==> src/rtl/iterative_multiplier.sv <==
// Multi-cycle shift-add integer multiplier.
// Retires BITS_PER_CYCLE multiplier bits per clock. Signed operands are
// turned into magnitudes on acceptance and the sign is restored on the final
// sum. Uses valid/ready handshakes on both sides and holds the result until
// the consumer takes it.
module iterative_multiplier #(
    parameter int DATA_WIDTH     = 16,
    parameter int BITS_PER_CYCLE = 1
) (
    input  logic                      Clk,
    input  logic                      Rst_n,
    input  logic [DATA_WIDTH-1:0]     InputA,
    input  logic [DATA_WIDTH-1:0]     InputB,
    input  logic                      Sign,
    input  logic                      InValid,
    output logic                      InReady,
    output logic [2*DATA_WIDTH-1:0]   Product,
    output logic                      OutValid,
    input  logic                      OutReady,
    output logic                      Busy
);

    localparam int PW    = 2 * DATA_WIDTH;
    localparam int N_IT  = DATA_WIDTH / BITS_PER_CYCLE;
    localparam int CW    = $clog2(N_IT + 1);

    localparam logic [CW-1:0] CNT_LOAD = CW'(N_IT);
    localparam logic [CW-1:0] CNT_ONE  = CW'(1);

    localparam logic [1:0] S_IDLE = 2'd0;
    localparam logic [1:0] S_BUSY = 2'd1;
    localparam logic [1:0] S_DONE = 2'd2;

    logic [1:0]            state_q,     state_d;
    logic [DATA_WIDTH-1:0] a_q,         a_d;
    logic [PW-1:0]         b_q,         b_d;
    logic [PW-1:0]         acc_q,       acc_d;
    logic                  neg_q,       neg_d;
    logic [CW-1:0]         cnt_q,       cnt_d;
    logic [PW-1:0]         product_q,   product_d;
    logic                  out_valid_q, out_valid_d;

    logic                  in_ready_s;
    logic                  accept_s;
    logic [DATA_WIDTH-1:0] mag_a_s;
    logic [DATA_WIDTH-1:0] mag_b_s;
    logic [PW-1:0]         part_s;
    logic [PW-1:0]         sum_s;

    // Ready in IDLE, or in DONE when the result is being consumed this cycle.
    always_comb begin
        in_ready_s = (state_q == S_IDLE) || ((state_q == S_DONE) && OutReady);
        accept_s   = InValid && in_ready_s;
    end

    // Operand magnitudes; the most-negative value maps onto 2^(DW-1) unchanged.
    always_comb begin
        if (Sign && InputA[DATA_WIDTH-1]) begin
            mag_a_s = {DATA_WIDTH{1'b0}} - InputA;
        end else begin
            mag_a_s = InputA;
        end
        if (Sign && InputB[DATA_WIDTH-1]) begin
            mag_b_s = {DATA_WIDTH{1'b0}} - InputB;
        end else begin
            mag_b_s = InputB;
        end
    end

    // Partial product of the low multiplier digit and the running sum.
    always_comb begin
        part_s = {{(PW-BITS_PER_CYCLE){1'b0}}, a_q[BITS_PER_CYCLE-1:0]} * b_q;
        sum_s  = acc_q + part_s;
    end

    // Next-state logic for the control FSM and the datapath registers.
    always_comb begin
        state_d     = state_q;
        a_d         = a_q;
        b_d         = b_q;
        acc_d       = acc_q;
        neg_d       = neg_q;
        cnt_d       = cnt_q;
        product_d   = product_q;
        out_valid_d = out_valid_q;

        case (state_q)
            S_IDLE: begin
                if (accept_s) begin
                    state_d = S_BUSY;
                end else begin
                    state_d = S_IDLE;
                end
            end
            S_BUSY: begin
                acc_d = sum_s;
                a_d   = a_q >> BITS_PER_CYCLE;
                b_d   = b_q << BITS_PER_CYCLE;
                cnt_d = cnt_q - CNT_ONE;
                if (cnt_q == CNT_ONE) begin
                    if (neg_q) begin
                        product_d = {PW{1'b0}} - sum_s;
                    end else begin
                        product_d = sum_s;
                    end
                    out_valid_d = 1'b1;
                    state_d     = S_DONE;
                end else begin
                    state_d = S_BUSY;
                end
            end
            S_DONE: begin
                if (OutReady) begin
                    out_valid_d = 1'b0;
                    if (InValid) begin
                        state_d = S_BUSY;
                    end else begin
                        state_d = S_IDLE;
                    end
                end else begin
                    state_d = S_DONE;
                end
            end
            default: begin
                state_d     = S_IDLE;
                out_valid_d = 1'b0;
            end
        endcase

        // Operand load overrides the iteration update on an accepted handshake.
        if (accept_s) begin
            a_d   = mag_a_s;
            b_d   = {{DATA_WIDTH{1'b0}}, mag_b_s};
            acc_d = {PW{1'b0}};
            neg_d = Sign & (InputA[DATA_WIDTH-1] ^ InputB[DATA_WIDTH-1]);
            cnt_d = CNT_LOAD;
        end else begin
            neg_d = neg_d;
        end
    end

    // State and datapath registers with asynchronous reset.
    always_ff @(posedge Clk or negedge Rst_n) begin
        if (!Rst_n) begin
            state_q     <= S_IDLE;
            a_q         <= {DATA_WIDTH{1'b0}};
            b_q         <= {PW{1'b0}};
            acc_q       <= {PW{1'b0}};
            neg_q       <= 1'b0;
            cnt_q       <= {CW{1'b0}};
            product_q   <= {PW{1'b0}};
            out_valid_q <= 1'b0;
        end else begin
            state_q     <= state_d;
            a_q         <= a_d;
            b_q         <= b_d;
            acc_q       <= acc_d;
            neg_q       <= neg_d;
            cnt_q       <= cnt_d;
            product_q   <= product_d;
            out_valid_q <= out_valid_d;
        end
    end

    // Output drive; Busy decodes the registered state directly.
    always_comb begin
        InReady  = in_ready_s;
        Product  = product_q;
        OutValid = out_valid_q;
        Busy     = (state_q == S_BUSY);
    end

endmodule
==> config.mk <==
export PLATFORM = sky130hd
export DESIGN_NAME = iterative_multiplier
export DESIGN_NICKNAME = d
export VERILOG_FILES = /design/src/rtl/iterative_multiplier.sv
export SDC_FILE = /design/constraint.sdc
export NUM_CORES = 1
export LEC_CHECK = 0
export CAP_MARGIN = 10
export CORE_MARGIN = 4
export CORE_UTILIZATION = 30
export DETAILED_ROUTE_END_ITERATION = 12
export DONT_BUFFER_PORTS = 1
export PLACE_DENSITY = 0.5
export SLEW_MARGIN = 0
export SYNTH_ARGS = -nofsm -noshare
export SYNTH_HDL_FRONTEND = slang
export SYNTH_SLANG_ARGS = --single-unit
==> constraint.sdc <==
create_clock -name Clk -period 12.1 [get_ports Clk]
set_input_delay 1.21 -clock Clk [delete_from_list [all_inputs] [get_ports Clk]]
set_output_delay 1.21 -clock Clk [all_outputs]
set_load 0.1 [all_outputs]
==> metrics.txt <==
Critical Path Fanout Max=33; Global Route Usage Sum=between 10% and 20%; final worst-path cycle share=between 30% and 40%; area share of the largest cell type after synthesis=37.0%; Synth Flop Type=sky130_fd_sc_hd__dfrtp_1; Antenna Violating Nets Remaining=0; CTS clk-pin slew, worst paths=roughly 0.060 ns; level count of the clock H-tree=4; global route total overflow=0; critical path data arrival time=5.04 ns; TritonCTS clock tree=yes; proportion of synthesized flip-flops having asynchronous set or reset=between 90% and 100%; count of different cell masters after synthesis=68; Resized cells post-CTS=0; buffer type at the clock tree root=sky130_fd_sc_hd__clkbuf_16; vias=6789; count of maximum capacitance violations=0; cell type with the highest occurrence count on the critical path=sky130_fd_sc_hd__xor2_1; leading cell type by number of instances after synthesis=sky130_fd_sc_hd__nand2_1; count of flip-flops with a built-in enable after synthesis=0; Yosys top cell by area=sky130_fd_sc_hd__dfrtp_1; data required time of the worst path=12.40 ns; DRC marker count from the first detailed-route iteration=332; CTS Buffer Depth=2; Finish-stage setup viols=0; total number of placement rows=60; Chip Width=173 um; maximum number of pins on one net before global-route repair=122; total wire length=around 22 mm; worst hold slack=0.486 ns; post-synthesis adder-cell area fraction=5.75%; series of cell instances along the critical path=and2_1 -> ha_1 -> fa_1 -> a211oi_4 -> o21ai_2 -> a41o_1 -> xor2_1 -> or4b_4 -> or4_4 -> nand4bb_4 -> o41ai_2 -> xor2_1 -> mux2_2; worst slew margin relative to its limit=25.7%; type of the worst setup path=reg -> reg; element type at the critical path end=register; antenna violations before repair=0; floorplan core area=0.0269 mm2; simple-gate share of the synthesized area=22.4%; via count of the first global-routing pass=between 6000 and 7000; starting density of the core=30.5%; Worst path slowest cell=sky130_fd_sc_hd__dfrtp_1; worst-case register-to-register setup slack=7.36 ns; status=finished, final reports clean; routability cong.=0.861; area occupied by multi-input gates=0.00489 mm2; vias per std cell=about 5.1; die outline area=0.0300 mm2; Layout area overhead=10.5%; cells taking the most area after synthesis=sky130_fd_sc_hd__dfrtp_1 37%, sky130_fd_sc_hd__nand2_1 8.9%, sky130_fd_sc_hd__o21ai_0 6.8%, sky130_fd_sc_hd__ha_1 5.5%, sky130_fd_sc_hd__xnor2_1 4.8%; largest incremental delay on the critical path=~0.66 ns; Post-Place Setup Slack=approximately 7.3 ns; slew of the pin with the lowest slew margin=1.11 ns; first-pass GRT wire length=36.1 mm; post-DR wirelength/cell=16.3 um; kind of cell adding the most delay to the critical path=simple AND/OR/NAND/NOR gates; die outline height=173 um; synthesized area=0.00819 mm2; Fin Setup TNS=0 ns; latest clock arrival within the worst-skew pair=0.42 ns; Inserted Clock Buffers=17; YS warnings=0; RSZ-0062 raised after global routing=no; ratio of cells with drive above 1 in the final layout=6.12%; net count of the mapped netlist=1075; number of buffers added on ports=0; number of post-CTS setup repair buffers=0; Synth Area in XOR/XNOR=8.67%; number of top-level pins=around 70; # hold bufs at CTS=0; Filler cells=2833; Setup crit start kind=register; fin worst setup slack=between 7 and 8 ns; largest family of logic cells by synthesized area=simple AND/OR/NAND/NOR gates; buffers plus inverters on the worst setup path=0; DRC errors left=0; post-synthesis compound-gate area fraction=~22%; # clock sinks=121; min-delay worst type=in -> async; Highest Clock Rate=211 MHz; sequential-to-total area share from yosys stat=37.0%; syn_area_per_cell=8.18 um2; top cell types by occurrence after synthesis=195 x sky130_fd_sc_hd__nand2_1, 121 x sky130_fd_sc_hd__dfrtp_1, 111 x sky130_fd_sc_hd__o21ai_0; clock period minus final worst setup slack=4.74 ns; count of state elements after synthesis=121; proportion of synthesized area in mux cells=0.642%; HPWL after DPL=15.2 mm; detailed-routing iteration count for the pre-antenna-repair pass=5; Max Transition Viols Final=0; footprint of the flip-flops and latches=slightly above 0.003 mm2; Post-Route Skew=0.0102 ns; final layout net count=approximately 1000; Mapped Cells=approximately 1000; Final Hold Fails=0; ANT cells=0
==> through the flow <==
stage	cells	utilization [%]	area, um2
final	1322	33.7	9040
after global routing	1322	33.7	9040
after CTS	1322	33.7	9040
after detailed placement	1290	31.5	8460
after global placement	1290	31.5	8460
after floorplan	1001	-	8190
==> per-layer routing <==
layer | track usage (%) | routed length, um | vias up
li1 | - | - | 3475
met1 | 22.0 | 11300 | 3158
met2 | 20.0 | 8620 | 143
met3 | 4.59 | 1420 | 13
met4 | 3.72 | 204 | 0
met5 | 0 | 0 | -
==> registers in the layout, indices dropped and copies added, names as in the netlist <==
register / flops
OutValid: 1
Product: 32
a_q: 16
acc_q: 32
b_q: 32
cnt_q: 5
neg_q: 1
state_q: 2
==> path summary, 6_finish.rpt <==
path                       startpoint           to  cells past startpoint
max                            a_q[0]  Product[31]                     13
min                             Rst_n  Product[30]                      0
max reg2reg                    a_q[0]  Product[31]                     13
min reg2reg                 acc_q[18]    acc_q[18]                      2
max in group asynchronous       Rst_n    acc_q[11]                      0
min in group Clk            acc_q[18]    acc_q[18]                      2
==> area by class of cell <==
class                      instances  share of cell area, %
clock inverter                    15                   1.81
timing repair buffer               7                  0.581
tap                              341                   4.72
clock buffer                      17                   4.70
multi-input combinational        805                   54.0
inverter                          16                  0.664
sequential                       121                   33.5
==> worst register-to-register path, cell delays in order (launching register included) <==
cell and delay, ns:
sky130_fd_sc_hd__dfrtp_1 0.66, sky130_fd_sc_hd__and2_1 0.29, sky130_fd_sc_hd__ha_1 0.23, sky130_fd_sc_hd__fa_1 0.48
sky130_fd_sc_hd__a211oi_4 0.30, sky130_fd_sc_hd__o21ai_2 0.17, sky130_fd_sc_hd__a41o_1 0.28, sky130_fd_sc_hd__xor2_1 0.19
sky130_fd_sc_hd__or4b_4 0.54, sky130_fd_sc_hd__or4_4 0.58, sky130_fd_sc_hd__nand4bb_4 0.29, sky130_fd_sc_hd__o41ai_2 0.26
sky130_fd_sc_hd__xor2_1 0.10, sky130_fd_sc_hd__mux2_2 0.26
==> placed cells by master (no fill, tap or decap), types with 6 or more instances in the layout <==
cell and instances:
sky130_fd_sc_hd__a21o_1 12, sky130_fd_sc_hd__a21oi_1 49, sky130_fd_sc_hd__a22o_1 6, sky130_fd_sc_hd__a22oi_1 7, sky130_fd_sc_hd__a31oi_1 31, sky130_fd_sc_hd__and2_1 35
sky130_fd_sc_hd__buf_4 7, sky130_fd_sc_hd__clkbuf_16 17, sky130_fd_sc_hd__dfrtp_1 121, sky130_fd_sc_hd__ha_1 36, sky130_fd_sc_hd__inv_1 15, sky130_fd_sc_hd__nand2_1 193
sky130_fd_sc_hd__nand2b_1 8, sky130_fd_sc_hd__nand3_1 41, sky130_fd_sc_hd__nand4_1 6, sky130_fd_sc_hd__nor2_1 62, sky130_fd_sc_hd__nor3_1 7, sky130_fd_sc_hd__o211ai_1 11
sky130_fd_sc_hd__o21ai_0 111, sky130_fd_sc_hd__o31ai_1 15, sky130_fd_sc_hd__or3_1 7, sky130_fd_sc_hd__xnor2_1 45, sky130_fd_sc_hd__xor2_1 36
==> logic make-up (layout without fill, tap and decap cells) <==
group | count (synthesis) | count (layout)
xor gates and xnor gates | 81 | 81
AOI/OAI and AO/OA | 289 | 289
DFF | 121 | 121
and+or+nand+nor | 393 | 393
adders and majority gates | 37 | 37
muxes | 5 | 5
buffers and inverters | 75 | 55
Power is not shown: default switching activity piles up to over one toggle a cycle in this logic, so the estimate is an artifact.
